### src/rtl/mc_ctrl_hs.sv
// mc_ctrl_hs: multi-cycle MIPS control FSM with a memory request/ready handshake,
// a wait-state timeout and precise exceptions.
//
// Ports:
//   clk, rst                 clock; asynchronous active-high reset
//   opcode, funct            instruction fields from IR
//   zero, overflow           ALU flags
//   bltz_cond                rs[31], taken condition for bltzal
//   mem_rdy                  memory completes the current request this cycle
//   irq                      level interrupt request, sampled in DECODE only
//   pc_wr, ir_wr, gpr_wr,
//   dm_wr, epc_wr            datapath write enables
//   mem_req                  memory request, held until mem_rdy (or timeout)
//   npc_sel, alu_ctr, reg_dst,
//   reg_from_sel, b_sel,
//   byte_sel, ext_op         datapath mux selects
//   exc                      exception state active
//   cause                    last exception cause, held until the next one
//   fsm_state                current state, for observation
//
// Handshake: a request is presented by holding mem_req high; the transfer
// completes in the cycle where mem_req and mem_rdy are both high. mem_rdy in
// any cycle without mem_req is ignored.
module mc_ctrl_hs #(
    parameter int unsigned TO_CYCLES = 15,
    parameter int unsigned CNT_W     = 4,
    parameter logic [2:0]  VEC_SEL   = 3'b100
) (
    input  logic       clk,
    input  logic       rst,
    input  logic [5:0] opcode,
    input  logic [5:0] funct,
    input  logic       zero,
    input  logic       overflow,
    input  logic       bltz_cond,
    input  logic       mem_rdy,
    input  logic       irq,
    output logic       pc_wr,
    output logic       ir_wr,
    output logic       gpr_wr,
    output logic       dm_wr,
    output logic       mem_req,
    output logic [2:0] npc_sel,
    output logic [2:0] alu_ctr,
    output logic [1:0] reg_dst,
    output logic [1:0] reg_from_sel,
    output logic       b_sel,
    output logic       byte_sel,
    output logic [1:0] ext_op,
    output logic       epc_wr,
    output logic       exc,
    output logic [1:0] cause,
    output logic [3:0] fsm_state
);

    typedef enum logic [3:0] {
        FETCH  = 4'd0,
        DECODE = 4'd1,
        MEMADR = 4'd2,
        MEMRD  = 4'd3,
        MEMWB  = 4'd4,
        MEMWR  = 4'd5,
        EXE    = 4'd6,
        ALUWB  = 4'd7,
        BRANCH = 4'd8,
        JUMP   = 4'd9,
        EXC    = 4'd10
    } state_t;

    state_t           state_q, state_n;
    logic [CNT_W-1:0] cnt_q;
    logic [1:0]       cause_q, cause_n;

    // Instruction decode (IR is stable from DECODE onwards)
    logic is_r, op_addu, op_subu, op_slt, op_jr;
    logic op_addi, op_addiu, op_ori, op_lui, op_lw, op_sw, op_lb, op_sb;
    logic op_beq, op_j, op_jal, op_bltzal;
    logic is_load, is_store, is_alu, is_branch, is_jump, illegal;

    assign is_r      = (opcode == 6'b000000);
    assign op_addu   = is_r && (funct == 6'b100001);
    assign op_subu   = is_r && (funct == 6'b100011);
    assign op_slt    = is_r && (funct == 6'b101010);
    assign op_jr     = is_r && (funct == 6'b001000);
    assign op_addi   = (opcode == 6'b001000);
    assign op_addiu  = (opcode == 6'b001001);
    assign op_ori    = (opcode == 6'b001101);
    assign op_lui    = (opcode == 6'b001111);
    assign op_lw     = (opcode == 6'b100011);
    assign op_sw     = (opcode == 6'b101011);
    assign op_lb     = (opcode == 6'b100000);
    assign op_sb     = (opcode == 6'b101000);
    assign op_beq    = (opcode == 6'b000100);
    assign op_j      = (opcode == 6'b000010);
    assign op_jal    = (opcode == 6'b000011);
    assign op_bltzal = (opcode == 6'b000001);

    assign is_load   = op_lw || op_lb;
    assign is_store  = op_sw || op_sb;
    assign is_alu    = op_addu || op_subu || op_slt || op_addi || op_addiu || op_ori || op_lui;
    assign is_branch = op_beq || op_bltzal;
    assign is_jump   = op_j || op_jal || op_jr;
    assign illegal   = !(is_load || is_store || is_alu || is_branch || is_jump);

    // Timeout fires only when the last allowed wait cycle also sees no ready
    logic timeout;
    assign timeout = (cnt_q == CNT_W'(TO_CYCLES)) && !mem_rdy;

    always_ff @(posedge clk or posedge rst) begin
        if (rst) begin
            state_q <= FETCH;
            cnt_q   <= '0;
            cause_q <= 2'b00;
        end else begin
            state_q <= state_n;
            cause_q <= cause_n;
            // Only the wait states loop on themselves, so any state change is
            // an entry into a fresh request (or a non-waiting state).
            if (state_n != state_q) cnt_q <= '0;
            else if (!mem_rdy)      cnt_q <= cnt_q + CNT_W'(1);
        end
    end

    // Ungated combinational outputs; reset masking is applied below
    logic       pc_wr_c, ir_wr_c, gpr_wr_c, dm_wr_c, mem_req_c, epc_wr_c, exc_c;
    logic       b_sel_c, byte_sel_c;
    logic [2:0] npc_sel_c, alu_ctr_c;
    logic [1:0] reg_dst_c, reg_from_sel_c, ext_op_c;

    always_comb begin
        state_n        = state_q;
        cause_n        = cause_q;
        pc_wr_c        = 1'b0;
        ir_wr_c        = 1'b0;
        gpr_wr_c       = 1'b0;
        dm_wr_c        = 1'b0;
        mem_req_c      = 1'b0;
        epc_wr_c       = 1'b0;
        exc_c          = 1'b0;
        b_sel_c        = 1'b0;
        byte_sel_c     = 1'b0;
        npc_sel_c      = 3'b000;
        alu_ctr_c      = 3'b000;
        reg_dst_c      = 2'b00;
        reg_from_sel_c = 2'b00;
        ext_op_c       = 2'b00;
        case (state_q)
            FETCH: begin
                mem_req_c = 1'b1;
                if (mem_rdy) begin
                    ir_wr_c = 1'b1;
                    pc_wr_c = 1'b1;
                    state_n = DECODE;
                end else if (timeout) begin
                    cause_n = 2'b11;
                    state_n = EXC;
                end
            end
            DECODE: begin
                if (irq) begin
                    cause_n = 2'b00;
                    state_n = EXC;
                end else if (illegal) begin
                    cause_n = 2'b01;
                    state_n = EXC;
                end else if (is_load || is_store) state_n = MEMADR;
                else if (is_alu)                  state_n = EXE;
                else if (is_branch)               state_n = BRANCH;
                else                              state_n = JUMP;
            end
            MEMADR: begin
                alu_ctr_c = 3'b000;
                b_sel_c   = 1'b1;
                ext_op_c  = 2'b01;
                state_n   = is_load ? MEMRD : MEMWR;
            end
            MEMRD: begin
                mem_req_c = 1'b1;
                if (mem_rdy) state_n = MEMWB;
                else if (timeout) begin
                    cause_n = 2'b11;
                    state_n = EXC;
                end
            end
            MEMWB: begin
                gpr_wr_c       = 1'b1;
                reg_from_sel_c = 2'b01;
                byte_sel_c     = op_lb;
                state_n        = FETCH;
            end
            MEMWR: begin
                mem_req_c  = 1'b1;
                dm_wr_c    = 1'b1;
                byte_sel_c = op_sb;
                if (mem_rdy) state_n = FETCH;
                else if (timeout) begin
                    cause_n = 2'b11;
                    state_n = EXC;
                end
            end
            EXE: begin
                if (op_subu)                  alu_ctr_c = 3'b001;
                else if (op_ori)              alu_ctr_c = 3'b010;
                else if (op_addi)             alu_ctr_c = 3'b011;
                else if (op_slt)              alu_ctr_c = 3'b100;
                else if (op_lui)              alu_ctr_c = 3'b101;
                b_sel_c = op_addi || op_addiu || op_ori || op_lui;
                if (op_addi || op_addiu)      ext_op_c = 2'b01;
                else if (op_lui)              ext_op_c = 2'b10;
                state_n = ALUWB;
            end
            ALUWB: begin
                // A trapping addi must leave rt untouched
                if (op_addi && overflow) begin
                    cause_n = 2'b10;
                    state_n = EXC;
                end else begin
                    gpr_wr_c  = 1'b1;
                    reg_dst_c = is_r ? 2'b01 : 2'b00;
                    state_n   = FETCH;
                end
            end
            BRANCH: begin
                npc_sel_c = 3'b011;
                pc_wr_c   = (op_beq && zero) || (op_bltzal && bltz_cond);
                if (op_bltzal) begin
                    gpr_wr_c       = 1'b1;
                    reg_dst_c      = 2'b10;
                    reg_from_sel_c = 2'b10;
                end
                state_n = FETCH;
            end
            JUMP: begin
                pc_wr_c   = 1'b1;
                npc_sel_c = op_jr ? 3'b010 : 3'b001;
                if (op_jal) begin
                    gpr_wr_c       = 1'b1;
                    reg_dst_c      = 2'b10;
                    reg_from_sel_c = 2'b10;
                end
                state_n = FETCH;
            end
            EXC: begin
                exc_c     = 1'b1;
                epc_wr_c  = 1'b1;
                pc_wr_c   = 1'b1;
                npc_sel_c = VEC_SEL;
                state_n   = FETCH;
            end
            default: state_n = FETCH;
        endcase
    end

    // Reset masks every output combinationally so a pending request drops at once
    assign pc_wr        = pc_wr_c    && !rst;
    assign ir_wr        = ir_wr_c    && !rst;
    assign gpr_wr       = gpr_wr_c   && !rst;
    assign dm_wr        = dm_wr_c    && !rst;
    assign mem_req      = mem_req_c  && !rst;
    assign epc_wr       = epc_wr_c   && !rst;
    assign exc          = exc_c      && !rst;
    assign b_sel        = b_sel_c    && !rst;
    assign byte_sel     = byte_sel_c && !rst;
    assign npc_sel      = rst ? 3'b000 : npc_sel_c;
    assign alu_ctr      = rst ? 3'b000 : alu_ctr_c;
    assign reg_dst      = rst ? 2'b00  : reg_dst_c;
    assign reg_from_sel = rst ? 2'b00  : reg_from_sel_c;
    assign ext_op       = rst ? 2'b00  : ext_op_c;
    assign cause        = cause_q;
    assign fsm_state    = state_q;

endmodule

### config.mk
export PLATFORM = sky130hd
export DESIGN_NAME = mc_ctrl_hs
export DESIGN_NICKNAME = d
export VERILOG_FILES = /design/src/rtl/mc_ctrl_hs.sv
export SDC_FILE = /design/constraint.sdc
export NUM_CORES = 1
export LEC_CHECK = 0
export ABC_AREA = 1
export CORE_ASPECT_RATIO = 1.25
export CORE_MARGIN = 1.5
export CORE_UTILIZATION = 45
export DETAILED_ROUTE_END_ITERATION = 12
export PLACE_DENSITY = 0.92
export RECOVER_POWER = 100
export SKIP_CTS_REPAIR_TIMING = 1
export SYNTH_ARGS = -nofsm -noshare
export SYNTH_HDL_FRONTEND = slang
export SYNTH_SLANG_ARGS = --single-unit
### constraint.sdc
create_clock -name clk -period 1.9 [get_ports clk]
set_clock_uncertainty 0.2 [all_clocks]
set_input_delay 0.38 -clock clk [delete_from_list [all_inputs] [get_ports clk]]
set_output_delay 0.38 -clock clk [all_outputs]
set_load 0.02 [all_outputs]
==> results of run 1 <==
stage by stage:
step | instances | utilization | setup TNS [ns] | worst slack [ns] | hold WS, ns
4_1_cts | 347 | 0.883 | -21.78 | -1.15 | 0.279
3_5_place_dp | 343 | 0.869 | -23.14 | -1.12 | 0.262
3_3_place_gp | 343 | 0.869 | -20.79 | -1.03 | 0.253
2_1_floorplan | 207 | - | -0.317 | -0.0838 | 0.0655
Yosys cell counts, types with 2 or more instances:
master,count,area share
inv_1,31,0.091
o31ai_1,2,0.012
nor2_1,37,0.11
o211ai_1,2,0.012
a21oi_1,12,0.047
nand2_1,37,0.11
nor3_1,4,0.016
nand4_2,2,0.020
nor2_4,5,0.044
nand2_2,12,0.059
dfrtp_1,10,0.20
nand4_1,7,0.034
nor2_2,5,0.024
inv_2,5,0.015
nand3_2,6,0.047
nand2_4,2,0.018
nand3_1,12,0.047
o21ai_0,4,0.016
logic make-up after synthesis:
kind of cell | synth area share
buf+inv | 0.115
xor+xnor | 0.0137
simple gates | 0.564
fa+ha+maj | 0.00978
flops | 0.196
compound gates | 0.102
per-layer routing:
layer | GRT usage | GRT overflow
met1 | 0.746 | 5
met2 | 1.11 | 120
met3 | 0.407 | 0
met4 | 0.946 | 40
met5 | 0 | 0
==> metrics.md, run 1 <==
| Metric | Value |
|---|---|
| Worst endpoint type | top-level output |
| HPWL after detailed placement | ~4600 um |
| Placed Area | 2330 sq um |
| Gr usage total | 0.793 |
| CTS sink count | 10 |
| Clock buffer depth | 2 |
| Worst EP post-GRT repair | pc_wr |
| Stopped at | global routing (5_1_grt) |
| GP Congestion | 0.916 |
| Die H | around 63 um |
| Register bit count reported by yosys | 10 |
| Post-synthesis sequential area ratio | 0.196 |
| Post-synthesis cell count | 207 |
| H-tree depth | 1 |
| Synthesized area | 1280 sq um |
| Total CTS buffers | 3 |
| Ys flop type | dfrtp_1 |
| Stop Error | [ERROR GRT-0232] Routing congestion too high. Check the congestion heatmap in the GUI. |
| Largest net degree at the start of global routing | 11 |
| Yosys Warn Count | 0 |
| Io pins | 46 |
| Row count | 21 |
| Status | stopped before the end |
| Mapped Nets | 227 |
| Post-synth ARST share | 1.00 |
| Clock Tree Root | clkbuf_4 |
| Initial Util | 0.477 |
| Count of buffers inserted at the top-level ports | between 40 and 50 |
| Number of enable flip-flop cells after synthesis | 0 |
| Grt total ovfl | 165 |
| Cell variety after synth | 30 |
| Avg Inst Size Synth | 6.18 sq um |
| Die Span X | 50.7 um |
==> run 2, diff against run 1 <==
--- a/config.mk
+++ b/config.mk
@@ -6,11 +6,10 @@
 export NUM_CORES = 1
 export LEC_CHECK = 0
 export ABC_AREA = 1
-export CORE_ASPECT_RATIO = 1.25
 export CORE_MARGIN = 1.5
-export CORE_UTILIZATION = 45
+export CORE_UTILIZATION = 35
 export DETAILED_ROUTE_END_ITERATION = 12
-export PLACE_DENSITY = 0.92
+export PLACE_DENSITY_LB_ADDON = 0.15
 export RECOVER_POWER = 100
 export SKIP_CTS_REPAIR_TIMING = 1
 export SYNTH_ARGS = -nofsm -noshare
==> metrics.md, run 2 <==
| Metric | Value |
|---|---|
| Failing checks | setup timing |
| Worst-path clk slew | roughly 0.070 ns |
| Most frequent cells in the layout | 71 x buf_4, 27 x nand2_1, 19 x inv_1 |
| Critical path arrival | 1.69 ns |
| H-tree depth | 1 (unchanged) |
| Worst-path fanout max | 4 |
| Post-synth ARST share | 1.00 (unchanged) |
| Critical path launch point type | flop |
| Hold Path Class | flop to flop |
| Critical Path End Type | output pin |
| Via count of the first global-routing pass | around 1600 |
| Max-Cap Viols | 0 |
| Io pins | 46 (unchanged) |
| Final cell count without fillers | 372 |
| Setup WS post-layout | -0.367 ns |
| Place WS | -1.03 ns (+0.0973 ns) |
| Crit Path Class | flop to output pin |
| Cell variety after synth | 30 (unchanged) |
| Via density | 4.85 |
| # placed instances | 364 (+6.1%) |
| Initial DRC Count | 80 |
| Avg WL per Cell | 13.2 um |
| Final hold viol count | 0 |
| Initial antenna violation count | 0 |
| Largest net degree at the start of global routing | 11 |
| Register bit count reported by yosys | 10 (unchanged) |
| DIE AREA | 4030 sq um |
| Final ANT Viol Nets | 0 |
| CP required | 1.32 ns |
| P_leak | 1.45 nW |
| P&R area growth vs syn | 113% |
| Nets | about 350 |
| Initial Util | 0.374 (-0.103) |
| Gr usage total | 0.230 |
| Area contributors post-synth | dfrtp_1 20%, nand2_1 11%, nor2_1 11% |
| Pwr dens | approximately 1000 nW/um^2 |
| Hold WS | approximately 0.26 ns |
| Ys flop type | dfrtp_1 |
| Row count | 21 (unchanged) |
| Mapped Nets | 227 (unchanged) |
| First-pass iteration count of the detailed router | 4 |
| Crit path time final | 2.27 ns |
| DRT Wirelength | 4930 um |
| Final period util | 1.19 |
| Synth top cells by count | 37 x nand2_1, 37 x nor2_1, 31 x inv_1 |
| Yosys Warn Count | 0 (unchanged) |
| Peak supply drop | around 0.001 V |
| CTS tree | built |
| Die H | 63.4 um (+1.3%) |
| Clock buffer depth | 2 (unchanged) |
| Max Transition Viols Final | 0 |
| Total CTS buffers | 3 (unchanged) |
| Relative slew margins | 0.602 |
| Area share of the largest cell type after synthesis | 0.196 (unchanged) |
| RSZ-0062 raised after global routing | yes |
| GP Congestion | 0.914 (-0.21%) |
| Grt total ovfl | 0 |
| Antenna cells | 0 |
| Core Util, Final | 0.799 |
| Post-synthesis sequential area ratio | 0.196 (unchanged) |
| CTS sink count | 10 (unchanged) |
| Total power | about 2.8 mW |
| Commonest non-fill, non-tap cell in the layout | buf_4 |
| Number of enable flip-flop cells after synthesis | 0 (unchanged) |
| Vias | approximately 1800 |
| Clock Tree Root | clkbuf_4 |
| Fraction of layout cells with a size suffix above 1 | 0.613 |
| Maximum clock rate | 441 MHz |
| Clock Latency Late Sink | 0.27 ns |
| HPWL after detailed placement | 3790 um (-17%) |
| Count of buffers inserted at the top-level ports | 45 (unchanged) |
| Status | finished with violations |
| Post-synthesis cell count | 207 (unchanged) |
| First-pass GRT wire length | 7330 um |
| Final setup fails | 27 |
| Synthesized area | 1280 sq um (unchanged) |
| DR DRC count | 0 |
| Die Span X | 63.4 um (+25%) |
| Core Area | 3420 sq um |
| Worst Tran Pin Value | around 0.60 ns |
| Avg Inst Size Synth | 6.18 sq um (unchanged) |
| Yosys top cell by area | dfrtp_1 |
-- run 2: cell counts after synthesis --
No cell type changed its count.
-- run 2: cells by family (layout without fill, tap and decap cells) --
kind of cell / Yosys count / after routing / synth area share
simple gates: 133 / 133 / 0.564
flops: 10 / 10 / 0.196
buf+inv: 38 / 157 / 0.115
fa+ha+maj: 1 / 1 / 0.00978
compound gates: 23 / 23 / 0.102
xor+xnor: 2 / 2 / 0.0137
-- run 2: worst paths after layout --
check | slack [ns] | from | depth (start not counted) | to
setup / recovery | -0.37 | fsm_state[0]$_DFF_PP0_ | 10 | alu_ctr[2]
hold / removal | 0.26 | cnt_q[0]$_DFFE_PP0P_ | 1 | cnt_q[0]$_DFFE_PP0P_
setup reg to reg | -0.09 | fsm_state[3]$_DFF_PP0_ | 11 | cnt_q[1]$_DFFE_PP0P_
hold reg to reg | 0.26 | cnt_q[0]$_DFFE_PP0P_ | 1 | cnt_q[0]$_DFFE_PP0P_
max in group asynchronous | 0.73 | rst | 4 | fsm_state[3]$_DFF_PP0_
min in group asynchronous | 0.35 | rst | 4 | cause[0]$_DFFE_PP0P_
-- run 2: cell type report --
type,instances,area [sq um]
timing repair buffer,116,1020
inverter,37,154
multi-input combinational,159,1200
sequential,10,255
fill,240,688
tap,46,57.6
clock buffer,4,36.3
-- run 2: worst max-delay path, cell delays in order, from the launching register on --
cell,delay (ns)
dfrtp_2,0.44
inv_2,0.08
nand2_4,0.06
nor2_4,0.11
inv_2,0.05
nor2_4,0.11
inv_2,0.07
nor2_4,0.15
nand2_4,0.08
a21oi_4,0.12
buf_6,0.13
-- run 2: power breakdown --
group          total (mW)  internal (mW)  switching (mW)
combinational        2.22           1.02            1.20
sequential          0.377          0.296          0.0815
clock               0.195          0.117          0.0784
-- run 2: per-stage QoR --
| stage | TNS (ns) | instance area, sq um |
|---|---|---|
| after floorplan | -0.317 | 1400 |
| after global placement | -21.31 | 2410 |
| after detailed placement | -21.87 | 2410 |
| after CTS | -20.10 | 2450 |
| after global routing | -7.38 | 2730 |
| final | -5.09 | 2730 |
-- run 2: metal layers --
| layer | vias to the layer above | share of wire | track usage |
|---|---|---|---|
| li1 | 903 | - | - |
| met2 | 63 | 0.51 | 0.375 |
| met4 | 0 | 0.0093 | 0.0516 |
| met3 | 6 | 0.053 | 0.0357 |
| met1 | 834 | 0.43 | 0.320 |
| met5 | - | 0 | 0 |
Note: power is estimated with default switching activity, not from simulation.
==> edit: new RTL, config.mk and constraints of run 2 <==
`CNT_W`: 4 -> 5.
--- a/src/rtl/mc_ctrl_hs.sv
+++ b/src/rtl/mc_ctrl_hs.sv
@@ -25,3 +25,3 @@
     parameter int unsigned TO_CYCLES = 15,
-    parameter int unsigned CNT_W     = 4,
+    parameter int unsigned CNT_W     = 5,
     parameter logic [2:0]  VEC_SEL   = 3'b100
Function: same outputs for any inputs over 10 cycles, from zero or initial values and one cycle with rst high; that may be too few to reach the edited logic, so the function may still have changed.
==> edit against run 2 <==
- the run still ends with setup timing left
- worst setup slack worse by 0.018 ns
- power up 18%
- combinational power up 18%
- wire length up 8.2%
- fmax down 0.78%
- cell area up 4.4%
- global-route usage down 0.77 points
- sequential cell count up 1
- area after synthesis up 2.4%
- core utilization down 1.5 points
- largest power group unchanged
==> edit: results (changes against run 2) <==
{| class="wikitable"
! Metric !! Value
|-
| Ranking of synthesized cells by area || sky130_fd_sc_hd__dfrtp_1 21%, sky130_fd_sc_hd__nand2_1 13%, sky130_fd_sc_hd__inv_1 8.9%
|-
| Vias/cell || 4.92 (+1.4%)
|-
| Share of cells above drive strength 1 || 0.625 (+0.0115)
|-
| Starting utilization of the core area || 0.361 (-0.0138)
|-
| Data arrival at the endpoint of the critical path || 2.26 ns (+0.57 ns)
|-
| Final nets || 366 (+5.5%)
|-
| GP Congestion || 0.851 (-6.9%)
|-
| Static leakage power || 0.00141 µW (-2.4%)
|-
| Kind of critical path || reg2reg
|-
| Endpoint of the worst-slack reg-to-reg timing path || cnt_q[2]
|-
| Master cell of the clock root buffer || sky130_fd_sc_hd__clkbuf_8
|-
| Number of standard cells in the final layout excluding fillers || 392 (+5.4%)
|-
| P_comb || 2630 µW (+18%)
|-
| Worst Max-Slew Pin Slew || 0.604 ns (+0.00780 ns)
|-
| Sequential share of the synthesized area || 0.210 (+0.0144)
|-
| Cell depth of the worst flop-to-flop path || 13 (+2)
|-
| Crit Path Max Fanout || 5 (+1)
|-
| Hold Path Depth || 2 (+1)
|-
| Final setup vio count || 31 (+15%)
|-
| Synth cell types || 34 (+13%)
|-
| Worst path max stage delay || 0.36 ns (-0.08 ns)
|-
| Worst skew pair latency || 0.24 ns (-0.03 ns)
|-
| Violations in the final reports || setup timing
|-
| Slowest cell on crit path || sky130_fd_sc_hd__dfrtp_1
|-
| Worst hold margin || 0.281 ns (+0.0207 ns)
|-
| Worst-case hold path end point || cause[0]
|-
| Status || complete, but fails checks
|-
| Top-area cell type share of the netlist area || 0.210 (+0.0144)
|-
| Dpl cell area || 0.00247 mm² (+2.4%)
|-
| Placement Setup Slack || -1.01 ns (+0.0123 ns)
|-
| Final Worst Setup Slack || -0.384 ns (-0.0178 ns)
|-
| Seq power || 414 µW (+9.8%)
|-
| Global-route wire length before repair || 7450 µm (+1.6%)
|}
[edit: cell types whose count changed in the layout (fill, tap and decap cells not counted), sizes merged, moves of 3 or more]
cell	before	now
a21oi	12	6
nor3	5	11
buf	89	101
a211oi	0	3
clkbuf	9	12
nand4	9	4
dlymetal6s2s	14	10
inv	37	40
o21ai	5	9
[edit: cells by family (layout without fill, tap and decap cells)]
kind of cell    after synthesis  count (layout)  synth area share
buf+inv                      42             170             0.123
compound gates               26              26             0.121
xor+xnor                      3               3            0.0201
simple gates                132             132             0.506
fa+ha+maj                     2               2            0.0191
flops                        11              11             0.210
[edit: layer usage]
layer | wire (µm) | share of wire | global-route usage
met5 | 0 | 0 | 0
met4 | 115 | 0.022 | 0.0426
met3 | 377 | 0.071 | 0.0335
met2 | 2690 | 0.50 | 0.383
met1 | 2150 | 0.40 | 0.296
[edit: cell type report]
cell class	instances	area, µm²
multi-input cells	163	1220
well taps	48	60.1
repair buffers	126	1090
flip-flops and latches	11	280
fillers	243	786
clock buffers	4	45.0
inverters	40	153
